$ cat config.mk
export PLATFORM = sky130hd
export DESIGN_NAME = seq_detector_param
export DESIGN_NICKNAME = d
export VERILOG_FILES = /design/src/rtl/seq_detector_param.sv
export SDC_FILE = /design/constraint.sdc
export NUM_CORES = 1
export LEC_CHECK = 0
export ABC_CLOCK_PERIOD_IN_PS = 1880
export BUFFER_PORTS_ARGS = -buffer_cell sky130_fd_sc_hd__buf_2
export CORE_MARGIN = 3
export CORE_UTILIZATION = 30
export CTS_CLUSTER_SIZE = 40
export DETAILED_ROUTE_END_ITERATION = 12
export PLACE_DENSITY = 0.63
export SYNTH_ARGS = -nofsm -noshare
export SYNTH_HDL_FRONTEND = slang
export SYNTH_SLANG_ARGS = --single-unit
$ cat constraint.sdc
create_clock -name clk -period 1.88 [get_ports clk]
set_input_delay 0.376 -clock clk [delete_from_list [all_inputs] [get_ports clk]]
set_output_delay 0.376 -clock clk [all_outputs]
set_load 0.01 [all_outputs]
$ cat src/rtl/seq_detector_param.sv
// Serial pattern detector: matches a PAT_W-bit MSB-first word, with overlap and non-overlap modes.
// Optional saturating match counter when SEQ_DET_CNT_EN is defined.
module seq_detector_param #(
  parameter int              PAT_W   = 4,
  parameter logic [PAT_W-1:0] PATTERN = PAT_W'(4'b1011),
  parameter int              CNT_W   = 8
) (
  input  logic                       clk,
  input  logic                       reset,
  input  logic                       inp,
  input  logic                       in_valid,
  input  logic                       ovl_en,
  input  logic                       pat_load,
  input  logic [PAT_W-1:0]           pat_in,
  output logic                       out,
  output logic [$clog2(PAT_W+1)-1:0] fill,
  output logic [CNT_W-1:0]           match_cnt
);

  localparam int FILL_W = $clog2(PAT_W + 1);
  localparam logic [FILL_W-1:0] FILL_FULL = FILL_W'(PAT_W);
  localparam logic [FILL_W-1:0] FILL_ARM  = FILL_W'(PAT_W - 1);

  logic [PAT_W-1:0]  pattern_q;
  logic [PAT_W-1:0]  hist_q;
  logic [PAT_W-1:0]  next_hist;
  logic [FILL_W-1:0] fill_q;
  logic              out_q;
  logic              hit;

  assign next_hist = {hist_q[PAT_W-2:0], inp};

  // The fill guard keeps zero-initialised history from matching an all-zero pattern.
  assign hit = !reset && !pat_load && in_valid &&
               (next_hist == pattern_q) && (fill_q >= FILL_ARM);

  // NOTE: every register in this design uses non-blocking assignment so all
  // state updates see the pre-edge values and simulation matches hardware.
  always_ff @(posedge clk) begin
    if (reset) begin
      pattern_q <= PATTERN;
      hist_q    <= '0;
      fill_q    <= '0;
      out_q     <= 1'b0;
    end else if (pat_load) begin
      pattern_q <= pat_in;
      hist_q    <= '0;
      fill_q    <= '0;
      out_q     <= 1'b0;
    end else if (in_valid) begin
      if (hit) begin
        out_q <= 1'b1;
        if (ovl_en) begin
          hist_q <= next_hist;
          fill_q <= FILL_FULL;
        end else begin
          // Non-overlap: discard the matched bits so none seed the next match.
          hist_q <= '0;
          fill_q <= '0;
        end
      end else begin
        out_q  <= 1'b0;
        hist_q <= next_hist;
        if (fill_q != FILL_FULL) begin
          fill_q <= fill_q + FILL_W'(1);
        end
      end
    end else begin
      out_q <= 1'b0;
    end
  end

  assign out  = out_q;
  assign fill = fill_q;

`ifdef SEQ_DET_CNT_EN
  logic [CNT_W-1:0] cnt_q;

  always_ff @(posedge clk) begin
    if (reset) begin
      cnt_q <= '0;
    end else if (hit && (cnt_q != '1)) begin
      cnt_q <= cnt_q + CNT_W'(1);
    end
  end

  assign match_cnt = cnt_q;
`else
  assign match_cnt = '0;
`endif

endmodule
### Yosys cells after proc, flatten, opt, wreduce, memory -nomap -nowiden

Cells that the tools add are included.

* add/sub/neg operators: 1
* magnitude comparators: 1
* equality and inequality tests: 2
* mux-type cells: 6
* bitwise gates (word level): 1
* reductions and logical operators: 10

Operator list (number)
* 3-bit 2-to-1 mux: 5
* 4-bit equality test: 1
* 1-bit logical AND: 4
* 3-bit by 1-bit adder with 3-bit output (second input constant): 1
* 3-bit by 2-bit greater-or-equal comparator with 1-bit output (second input constant): 1
* 3-bit != test (second input constant): 1
* 3-bit OR reduction: 1
* 1-bit logical NOT: 2
* 2-bit AND reduction: 1
* 2-bit nonzero test: 1
* 2-bit OR reduction: 1
* 1-bit 2-to-1 mux: 1
* 1-bit NOT: 1

* register bits: 11
* bits of input ports: 10
* output and inout bits: 12

### Logic depth before layout (Yosys ltp)

* word-level depth: 7
* mapped depth: 6

### Worst setup path before layout

No wires, ideal clock.

* path kind: flip-flop to flip-flop
* start: register fill_q[0] (netlist: fill[0])
* end: register fill_q[2] (netlist: fill[2])
* data arrival time: 1.502 ns
* required time: 1.764 ns
* setup slack: 0.262 ns
* cell stages (with the launch flop): 7
* path buffers: 0
* cells stage by stage: dfxtp_1 -> ha_1 -> ha_1 -> a211oi_1 -> nor4_2 -> and4_1 -> a31o_2

* cells in the longest elaborated chain, start to end: 4
* elaborated cells on any way between the ends: 8
* classes of those cells: add/sub (1); order compare (1); eq/ne (1); mux (2); reduce/logical (3)

RTL lines
* start, declared: RTL line 27 `logic [FILL_W-1:0] fill_q;`
* start signal, assigned: RTL line 65 `fill_q <= fill_q + FILL_W'(1);`
* 3-bit by 2-bit greater-or-equal comparator with 1-bit output: RTL line 35 `(next_hist == pattern_q) && (fill_q >= FILL_ARM);`
* 1-bit logical AND: RTL line 35
* 2-bit nonzero test (no source line)
* 2-bit AND reduction (no source line)

Several ways; a longest one is shown, not always the timed one. The select of a mux whose other input is x is not followed.
A chain may end at the register's enable or synchronous reset.

### Worst setup path after layout

Same ends and word-level chain as after synthesis.

==> impl_summary.md <==
Run status
The run finished with clean final reports.

Synthesis
During synthesis, Yosys emitted a total of 0 warnings. The number of distinct library cells after synthesis is 30. By count the netlist is led by dfxtp_1 (11), buf_4 (8). In this run the cell area of the synthesized design comes to 660.6 um^2. Counting flops with an async set or reset pin after synthesis yields a share of 0%. The synthesized design contains 11 register bits.

Sorting the synthesized cells by area gives the leading types as dfxtp_1 (33%), buf_4 (9.1%), ha_1 (5.7%), buf_6 (5.1%), a211o_2 (4.5%). The most common flop cell mapped by yosys is dfxtp_1. The number of synthesized flops with an enable pin is 0. The most used standard cell by instance count after synthesis is dfxtp_1.

The number of instances in the synthesized netlist is 67. The largest total area in the synthesized netlist belongs to dfxtp_1. The top cell type by area accounts for 33.33% of the synthesized area. Sequential elements use 33.33% of the synthesized area. The synthesized area per cell is 9.860 um^2.

Worst setup path
The critical path buffer and inverter count is 0. For the worst setup path, the data arrival time is 1870 ps. The highest net fanout along the worst path is 4. The cell with the largest stage delay on the worst path is dfxtp_1. The cell with the most instances on the worst path is ha_1. The total stage count of the critical path is 6. The kind of capture point of the worst setup path is a register.

Tracing the worst setup path back leads to its startpoint at fill[0]. The internal reg-to-reg setup slack is 170 ps. The delay of the slowest cell on the worst path is 330 ps. STA classifies the critical path startpoint as a register. The worst reg2reg path depth is 6. In this run the critical register-to-register path is captured at fill[2]. The critical path capture point is fill[2]. The launching point of the worst reg2reg path is fill[0]. The start-to-end type of the worst setup path is reg2reg. The cell class contributing the biggest share of worst-path delay is compound AO/OA/AOI/OAI gates.

The data required time at the worst endpoint is 2040 ps. Walking the worst path, the cells encountered are ha_1 -> ha_1 -> a211oi_1 -> nor4_2 -> and4_1 -> a31o_2.

Drt
The routed wire length is 1121 um. After detailed routing, the average wire length per cell comes to 10.48 um. The first TritonRoute pass finished after 4 iterations. After detailed routing, the number of remaining DRC violations is 0. The length of routed met3 wiring is 132 um. The antenna violation net count after detailed routing is 0. The detailed-route vias per instance is 4.626. The final route contains 495 vias. The highest routed metal layer is met4.

The wire length on met1 is 459 um. The DRC violation total after the first TritonRoute iteration is 2. Summed over all nets, wire length on met2 after detailed routing comes to 520 um.

Clock tree
CTS built an H-tree with a depth of 1. Gates resized during post-CTS repair numbered 0. TritonCTS built the clock tree. For the worst-skew pair, the clock arrives at the later sink with an insertion delay of 270 ps. After clock tree synthesis, the clock-pin slew on the worst setup and hold paths is 70 ps. The count of hold buffers inserted by post-cts repair is 0.

The total CTS buffers is 3. Counting every sink on the clock net gives 11. The number of post-CTS setup repair buffers is 0. The root buffer selected by CTS is clkbuf_4.

The maximum count of clock buffers along a single path is 2.

Place
The count of port buffers added during placement is 13. The wire-length estimate of the detail-placed layout is 884 um. Summing all placed instances gives a cell area of 691.9 um^2. Routability-driven placement finished with a final weighted congestion of 0.7232. The setup slack after placement is 174.5 ps.

STA
The final worst setup slack is 173.4 ps. Setup repair after global routing left no endpoint under its margin. Static timing analysis puts the maximum clock frequency at 585.9 MHz. The max-slew violation total from the final report is 0. Setup violations remaining at the end of the flow were counted as 0.

The final clock period utilization by the worst path is 90.78%. After layout, the minimum clock period comes to 1707 ps. For the final database, setup skew stands at 2.439 ps.

The post-route setup TNS is 0 ps. The count of final hold-check violations is 0.

Pwr
The sequential fraction of design power is 53.0%. In this run, the combinational gates consume 13.2% of the power. For this design the total switching power over the nets is 115.8 uW. The design draws 466.3 uW. The internal power contribution is 350.6 uW. The largest vdd supply drop is 0.3893 mV.

The net switching fraction of the power is 24.82%. Power spread over the standard cell area amounts to 649.3 mW/mm^2. The clock network fraction of total power is 33.8%.

For this design the static power due to leakage is 0.3332 nW.

Min path
In this run the worst hold path is classified as in2reg. The worst hold path begins at pat_in[3].

Layout
The final net count is 94. The number of antenna diodes in the final layout is 0. Summing all non-filler instances in the final layout gives an area of 718.2 um^2.

The area added between synthesis and finish is 8.712%. The register area is 220.2 um^2. The number of fill cells in the layout is 222. The total area of multi-input combinational cells is 361.6 um^2.

Cells with a size suffix above 1 make up 31.25% of the layout.

Global routing
The number of global-route vias before repair is 436. The first global-routing pass estimated 1800 um of wire. For this run, the total global-route usage over all layers was measured as 9.224%. The number of antenna violations at the first check in global routing is 0. The largest net degree at the start of global routing is 16. After global routing the overflow that remains totals 0.

Job
The tool flagged a number of max-cap violations equal to 0.

Floorplanning
The die covers 0.002801 mm^2. The floorplan has 16 rows. The die is 52.93 um wide. In this run the standard cell core region covers 0.002022 mm^2.

From bottom edge to top edge, the die measures 52.93 um. The initial utilization of the core area, before any placement, comes to 32.67%. 22 I/O pins were placed.
[layout by cell type (no fill, tap or decap), drive strengths merged]
master and count:
buf 13, dfxtp 11, conb 8, nor3b 4, clkbuf 4, inv 3
nor2 3, xor2 3, and2b 3, a211o 3, a41o 3, ha 3
xnor2 2, nand2 2, or2 1, a211oi 1, nor4 1, and4 1
and3 1, o21ai 1, o32ai 1, nor3 1, mux2i 1, nand3 1
nand2b 1, nor2b 1, a21oi 1, a311oi 1, a31o 1
[worst min-delay path by stage]
stage	cells past startpoint	to
after floorplan	1	pattern_q[2]
after global placement	2	pattern_q[2]
after detailed placement	2	pattern_q[2]
after CTS	2	pattern_q[3]
after global routing	2	pattern_q[0]
final	2	pattern_q[3]
[final cells by class]
class                   instances  area share, %
multi-input cells              49          50.35
flip-flops and latches         11          30.66
repair buffers                 13          9.059
well taps                      27          4.704
clock buffers                   4          3.659
inverters                       3          1.568
[layer usage]
metal / vias up / track usage, %
li1: 248 / -
met1: 218 / 10.24
met2: 26 / 14.46
met3: 3 / 5.070
met4: 0 / 3.830
met5: - / 0
[registers in the layout, summed over array words and instances (netlist names)]
register	flops
hist_q	3
pattern_q	4
fill	3
out	1
[power groups by stage]
stage	sequential [mW]	combinational, mW	clock, mW
2_1_floorplan	0.252	0.0600	0
3_3_place_gp	0.253	0.0605	0
3_5_place_dp	0.253	0.0611	0
4_1_cts	0.247	0.0617	0.164
5_1_grt	0.248	0.0698	0.178
6_report	0.247	0.0615	0.158
[per-stage QoR]
| step | std cells | utilization, % | hold WS (ps) |
|---|---|---|---|
| 3_3_place_gp | 103 | 34.22 | 509.3 |
| 2_1_floorplan | 74 | - | 448.4 |
| 6_report | 107 | 35.52 | 310.4 |
| 4_1_cts | 107 | 35.52 | 305.6 |
| 3_5_place_dp | 103 | 34.22 | 515.8 |
| 5_1_grt | 107 | 35.52 | 298.1 |
[kinds of logic (layout without fill, tap and decap cells)]
group                    Yosys count  after routing  share of synthesized area (%)
multiplexers                       1              1                          1.515
adder cells (fa/ha/maj)            3              3                          5.682
AND/OR/NAND/NOR                   20             20                          20.65
buffers and inverters             14             20                          15.91
AO/OA/AOI/OAI                     12             12                          15.72
other                              1              8                         0.5676
XOR/XNOR                           5              5                          6.630
flip-flops                        11             11                          33.33
[worst register-to-register path: cells and delay by family (launching register included)]
family | cells | cell delay [ps]
compound gates | 2 | 550
fa+ha+maj | 2 | 370
simple gates | 2 | 350
flops | 1 | 330
Power figures use the tool's default switching activity.
